**config.mk**
```make
export PLATFORM = sky130hd
export DESIGN_NAME = phase_arbiter
export DESIGN_NICKNAME = d
export VERILOG_FILES = /design/src/rtl/phase_arbiter.sv
export SDC_FILE = /design/constraint.sdc
export NUM_CORES = 1
export LEC_CHECK = 0
export CAP_MARGIN = 20
export CORE_ASPECT_RATIO = 1.25
export CORE_MARGIN = 5
export CORE_UTILIZATION = 56
export DETAILED_ROUTE_END_ITERATION = 12
export GPL_TIMING_DRIVEN = 0
export PLACE_DENSITY = 0.92
export SLEW_MARGIN = 20
export SYNTH_ARGS = -nofsm -noshare
export SYNTH_HDL_FRONTEND = slang
export SYNTH_SLANG_ARGS = --single-unit
```
**constraint.sdc**
```tcl
create_clock -name clk -period 5.95 [get_ports clk]
set_clock_uncertainty 0.2 [all_clocks]
set_input_delay 0.8925 -clock clk [delete_from_list [all_inputs] [get_ports clk]]
set_output_delay 0.8925 -clock clk [all_outputs]
set_load 0.01 [all_outputs]
```
**src/rtl/phase_arbiter.sv**
```systemverilog
// Green-time scheduler for one intersection: sequences GREEN/YELLOW/ALLRED among
// main, left-turn, secondary and pedestrian phases with aging and emergency preemption.
module phase_arbiter #(
    parameter int MIN_GREEN = 4,
    parameter int MAX_GREEN = 12,
    parameter int YELLOW    = 3,
    parameter int ALL_RED   = 1,
    parameter int AGE_LIMIT = 3
) (
    input  logic       clk,
    input  logic       rst,
    input  logic [2:0] main_num,
    input  logic [2:0] left_num,
    input  logic [2:0] sec_num,
    input  logic [2:0] p_num,
    input  logic       s_emergency,
    output logic [3:0] grant,
    output logic [1:0] stage,
    output logic [3:0] m_LRYG,
    output logic [2:0] s_RYG,
    output logic       p,
    output logic       phase_start
);

    typedef enum logic [1:0] {
        ST_GREEN  = 2'b00,
        ST_YELLOW = 2'b01,
        ST_ALLRED = 2'b10
    } stage_t;

    localparam int TW = $clog2(MAX_GREEN + YELLOW + ALL_RED);
    localparam int AW = $clog2(AGE_LIMIT + 1);

    localparam logic [1:0] PH_MAIN = 2'd0;
    localparam logic [1:0] PH_LEFT = 2'd1;
    localparam logic [1:0] PH_SEC  = 2'd2;
    localparam logic [1:0] PH_PED  = 2'd3;

    stage_t          st_q, st_d;
    logic [TW-1:0]   tmr_q, tmr_d;
    logic [1:0]      cur_q, cur_d, nxt_q, nxt_d;
    logic [AW-1:0]   age_q [4];
    logic [AW-1:0]   age_d [4];
    logic            start_d;
    logic [3:0]      m_d;
    logic [2:0]      s_d;
    logic            p_d;
    logic [2:0]      cnt [4];

    logic            other_demand, gap_out, max_out, emerg_exit, sec_hold, found_aged;
    logic [2:0]      best_cnt;
    logic [1:0]      pick, idx, new_ph;

    assign cnt[0] = main_num;
    assign cnt[1] = left_num;
    assign cnt[2] = sec_num;
    assign cnt[3] = p_num;

    // Next-state, candidate selection and lamp decode for the registered outputs
    always_comb begin
        st_d         = st_q;
        tmr_d        = tmr_q;
        cur_d        = cur_q;
        nxt_d        = nxt_q;
        age_d        = age_q;
        start_d      = 1'b0;
        other_demand = 1'b0;
        gap_out      = 1'b0;
        max_out      = 1'b0;
        emerg_exit   = 1'b0;
        sec_hold     = 1'b0;
        found_aged   = 1'b0;
        best_cnt     = '0;
        pick         = PH_SEC;
        idx          = cur_q;
        new_ph       = nxt_q;

        for (int i = 0; i < 4; i++) begin
            if (2'(i) != cur_q && cnt[i] != '0) other_demand = 1'b1;
        end

        if (!s_emergency) begin
            for (int i = 0; i < 4; i++) begin
                if (!found_aged && 2'(i) != cur_q && cnt[i] != '0 &&
                    age_q[i] == AW'(AGE_LIMIT)) begin
                    pick       = 2'(i);
                    found_aged = 1'b1;
                end
            end
            if (!found_aged) begin
                // Strict compare in rotation order hands ties to the earliest candidate
                pick = cur_q;
                for (int k = 1; k < 4; k++) begin
                    idx = cur_q + 2'(k);
                    if (cnt[idx] > best_cnt) begin
                        best_cnt = cnt[idx];
                        pick     = idx;
                    end
                end
            end
        end

        case (st_q)
            ST_GREEN: begin
                emerg_exit = s_emergency && (cur_q != PH_SEC);
                sec_hold   = s_emergency && (cur_q == PH_SEC);
                gap_out    = (tmr_q >= TW'(MIN_GREEN - 1)) && (cnt[cur_q] == '0) && other_demand;
                max_out    = (tmr_q == TW'(MAX_GREEN - 1)) && other_demand;
                if (emerg_exit || (!sec_hold && (gap_out || max_out))) begin
                    st_d  = ST_YELLOW;
                    tmr_d = '0;
                    nxt_d = pick;
                end else if (tmr_q < TW'(MAX_GREEN - 1)) begin
                    tmr_d = tmr_q + 1'b1;
                end
            end
            ST_YELLOW: begin
                if (s_emergency) nxt_d = PH_SEC;
                if (tmr_q == TW'(YELLOW - 1)) begin
                    st_d  = ST_ALLRED;
                    tmr_d = '0;
                end else begin
                    tmr_d = tmr_q + 1'b1;
                end
            end
            ST_ALLRED: begin
                new_ph = s_emergency ? PH_SEC : nxt_q;
                nxt_d  = new_ph;
                if (tmr_q == TW'(ALL_RED - 1)) begin
                    st_d    = ST_GREEN;
                    tmr_d   = '0;
                    cur_d   = new_ph;
                    start_d = 1'b1;
                    for (int i = 0; i < 4; i++) begin
                        if (2'(i) == new_ph)
                            age_d[i] = '0;
                        else if (cnt[i] != '0 && age_q[i] != AW'(AGE_LIMIT))
                            age_d[i] = age_q[i] + 1'b1;
                    end
                end else begin
                    tmr_d = tmr_q + 1'b1;
                end
            end
            default: begin
                st_d  = ST_GREEN;
                tmr_d = '0;
            end
        endcase

        m_d = 4'b0100;
        s_d = 3'b100;
        p_d = 1'b0;
        case (cur_d)
            PH_MAIN: m_d = (st_d == ST_GREEN) ? 4'b0001 : (st_d == ST_YELLOW) ? 4'b0010 : 4'b0100;
            PH_LEFT: m_d = (st_d == ST_GREEN) ? 4'b1100 : (st_d == ST_YELLOW) ? 4'b0110 : 4'b0100;
            PH_SEC:  s_d = (st_d == ST_GREEN) ? 3'b001  : (st_d == ST_YELLOW) ? 3'b010  : 3'b100;
            PH_PED:  p_d = (st_d == ST_GREEN);
            default: m_d = 4'b0100;
        endcase
    end

    always_ff @(posedge clk or posedge rst) begin
        if (rst) begin
            st_q        <= ST_GREEN;
            tmr_q       <= '0;
            cur_q       <= PH_MAIN;
            nxt_q       <= PH_MAIN;
            for (int i = 0; i < 4; i++) age_q[i] <= '0;
            grant       <= 4'b0001;
            stage       <= 2'b00;
            m_LRYG      <= 4'b0001;
            s_RYG       <= 3'b100;
            p           <= 1'b0;
            phase_start <= 1'b0;
        end else begin
            st_q        <= st_d;
            tmr_q       <= tmr_d;
            cur_q       <= cur_d;
            nxt_q       <= nxt_d;
            age_q       <= age_d;
            grant       <= 4'b0001 << cur_d;
            stage       <= st_d;
            m_LRYG      <= m_d;
            s_RYG       <= s_d;
            p           <= p_d;
            phase_start <= start_d;
        end
    end

endmodule

```
==> impl_metrics.env <==
export IMPL_drtPass1Iterations=4
export IMPL_dieArea_um2=5570
export IMPL_wl_met2_mm=3.03
export IMPL_drive_above_1_share_pct=13.6
export IMPL_overflow=0
export IMPL_clk_latency_ps=290
export IMPL_cp_start_kind="primary input"
export IMPL_ys_seq_area_share_pct=33.4
export IMPL_hold_slack_ps=292
export IMPL_cts_tree="done"
export IMPL_rows=26
export IMPL_cp_end_kind="flop"
export IMPL_worstPathArrival_ps=4820
export IMPL_routed_top_layer="met4"
export IMPL_grt_pass1_wl_mm=9.45
export IMPL_total_power_mw=1.60
export IMPL_drt_iter0_drc=198
export IMPL_crit_fanout=6
export IMPL_irDropWorstVdd_mv=0.293
export IMPL_rsz0062_at_grt="no"
export IMPL_wl_met3_um=284
export IMPL_postCtsHoldBufs=0
export IMPL_drv_cap=0
export IMPL_slew_violations=0
export IMPL_fin_crit_sh_pct=80.9
export IMPL_syn_nets=272
export IMPL_core_um2=4070
export IMPL_vias=2009
export IMPL_setup_viol=0
export IMPL_yosysUniqueCellTypes=53
export IMPL_fin_tns_setup_ps=0
export IMPL_stdcell_count=328
export IMPL_drt_wirelength_per_cell_um=17.0
export IMPL_initial_core_util_pct=57.4
export IMPL_critPathKind="in2reg"
export IMPL_ys_async_sr_fraction_pct=100
export IMPL_post_cts_buffers=0
export IMPL_fillers=296
export IMPL_max_stage_delay_ps=570
export IMPL_max_freq_mhz=208
export IMPL_clockBufferDepth=2
export IMPL_p_leak_nw=1.22
export IMPL_diodes=0
export IMPL_finalHoldViolations=0
export IMPL_yosysWarnings=0
export IMPL_hpwl_mm=4.17
export IMPL_slowest_stage="mux4_1"
export IMPL_ioPinCount=30
export IMPL_required_ps=5960
export IMPL_period_needed_ps=4810
export IMPL_worst_pin_slew_ps=699
export IMPL_pwr_density_cell_nw_per_um2=571
export IMPL_die_w_um=67.8
export IMPL_grt_usage_pct=22.6
export IMPL_ys_ff_latch=31
export IMPL_gp_congestion=1.04
export IMPL_portBuffers=28
export IMPL_ant_nets=0
export IMPL_status="finished, final reports clean"
export IMPL_synth_edf_count=0
export IMPL_syn_instance_count=236
export IMPL_drt_wl_total_mm=5.59
export IMPL_mostFrequentLayoutCells="28 x dfrtp_1, 28 x clkdlybuf4s50_1, 22 x nand2_1"
export IMPL_hold_path_class="reg2reg"
export IMPL_nNetsFinal=307
export IMPL_cts_resized=0
export IMPL_grt_max_degree=32
export IMPL_cp_cell_sequence="clkdlybuf4s50_1, mux4_1, ha_1, nor2b_1, o21ai_0, a32oi_1, nor2_1, a21oi_1, ha_1, nor2b_1, o21a_1, o21ai_0, mux2i_1, or3_1, a41oi_1"
export IMPL_htree_levels=2
export IMPL_clockRootBuffer="clkbuf_8"
export IMPL_numCtsBuffers=5
export IMPL_syn_to_final_growth_pct=20.0
export IMPL_viasPerCell=6.13
export IMPL_clkTransAtPathRegs_ps=70
export IMPL_synth_top_flop_cell="dfrtp_1"
export IMPL_drc_errors=0
export IMPL_grt_antenna_before_repair=0
export IMPL_cts_sink_count=31
export IMPL_fp_dieH_um=82.2
export IMPL_grt_pass1_vias=2058
export IMPL_place_inst=320
export IMPL_netlist_area_um2=2340
export IMPL_met1Wirelength_mm=2.10
export IMPL_max_slew_margin_pct=53.3
export IMPL_synth_area_per_cell_um2=9.90
-- flip-flops by register name, indices dropped and copies added, names as in the netlist, 2 cells and up --
name / flops
nxt_q: 2
grant: 4
s_RYG: 3
cur_q: 2
age_q: 8
m_LRYG: 4
st_q: 2
tmr_q: 4
-- layer usage --
metal | vias up | track usage (%)
met3 | 18 | 5.01
met2 | 76 | 40.9
li1 | 937 | -
met5 | - | 0
met1 | 978 | 24.0
met4 | 0 | 12.0
-- synth_stat cells (2+ instances only) --
| cell type | count | share of area (%) |
|---|---|---|
| a21o_1 | 3 | 0.96 |
| a22o_1 | 3 | 1.1 |
| xnor2_1 | 2 | 0.75 |
| mux2i_1 | 3 | 1.3 |
| nor3_1 | 8 | 1.7 |
| mux4_1 | 3 | 3.4 |
| dfstp_2 | 3 | 3.4 |
| a211oi_2 | 2 | 1.1 |
| nor2b_1 | 5 | 1.3 |
| or3_1 | 3 | 0.80 |
| nand2b_1 | 3 | 0.80 |
| o31ai_1 | 2 | 0.64 |
| inv_1 | 22 | 3.5 |
| nand2_1 | 22 | 3.5 |
| and3b_1 | 2 | 0.75 |
| nor4_1 | 6 | 1.6 |
| ha_1 | 21 | 11 |
| a21oi_1 | 7 | 1.5 |
| nand3_1 | 7 | 1.5 |
| mux2_2 | 4 | 1.9 |
| dfrtp_1 | 28 | 30 |
| mux4_2 | 6 | 5.8 |
| o21ai_0 | 15 | 3.2 |
| nor2_1 | 20 | 3.2 |
| o21a_1 | 2 | 0.64 |
| o32ai_1 | 2 | 0.75 |
| buf_2 | 2 | 0.43 |
| or4b_1 | 2 | 0.86 |
| a32oi_1 | 2 | 0.75 |
| clkbuf_1 | 3 | 0.48 |
-- worst max-delay path, delay by kind of cell --
family,cells,cell delay [ps]
AO/OA/AOI/OAI,6,1410
AND/OR/NAND/NOR,4,730
buffers and inverters,1,500
adder cells (fa/ha/maj),2,570
multiplexers,2,710
-- power breakdown --
part	internal (mW)	switching [mW]	total, mW
clock network	0.135	0.0811	0.216
registers	0.293	0.0574	0.351
logic	0.472	0.562	1.03
total	0.901	0.701	1.60
-- final timing paths --
check                                  endpoint  depth (start not counted)            startpoint  slack (ps)
max                        nxt_q[1]$_DFFE_PP0P_                         15              p_num[1]        1140
max reg2reg                nxt_q[1]$_DFFE_PP0P_                         18    cur_q[0]$_DFF_PP0_        1170
min in group asynchronous  nxt_q[1]$_DFFE_PP0P_                          2                   rst         810
max in group asynchronous    grant[1]$_DFF_PP0_                          2                   rst        4310
min                        age_q[3]$_DFFE_PP0P_                          2  age_q[3]$_DFFE_PP0P_         290
min reg2reg                age_q[3]$_DFFE_PP0P_                          2  age_q[3]$_DFFE_PP0P_         290
-- logic make-up after synthesis --
| group | Yosys count | share of synthesized area [%] |
|---|---|---|
| and+or+nand+nor | 87 | 19.8 |
| adders and majority gates | 21 | 11.2 |
| muxes | 17 | 12.9 |
| buffers and inverters | 29 | 5.09 |
| xor gates and xnor gates | 2 | 0.750 |
| DFF | 31 | 33.4 |
| AOI/OAI and AO/OA | 49 | 16.9 |
-- stage by stage --
stage	utilization (%)	instance area, um2	setup WS, ps
finish	69.0	2800	1140
global route	69.0	2800	818
CTS	69.0	2800	1160
detailed placement	66.1	2690	882
global placement	66.1	2690	1070
floorplan	-	2340	1760
-- layout make-up --
type                            count  area (um2)  share of cell area (%)
Timing Repair Buffer               28         280                    10.0
Clock buffer                        6        82.6                    2.95
Sequential cell                    31         779                    27.8
Tap cell                           56        70.1                    2.50
Buffer                              6        32.5                    1.16
Inverter                           23        86.3                    3.08
Multi-Input combinational cell    176        1440                    51.3
Clock inverter                      2        35.0                    1.25
Note: power is estimated with default switching activity, not from simulation.
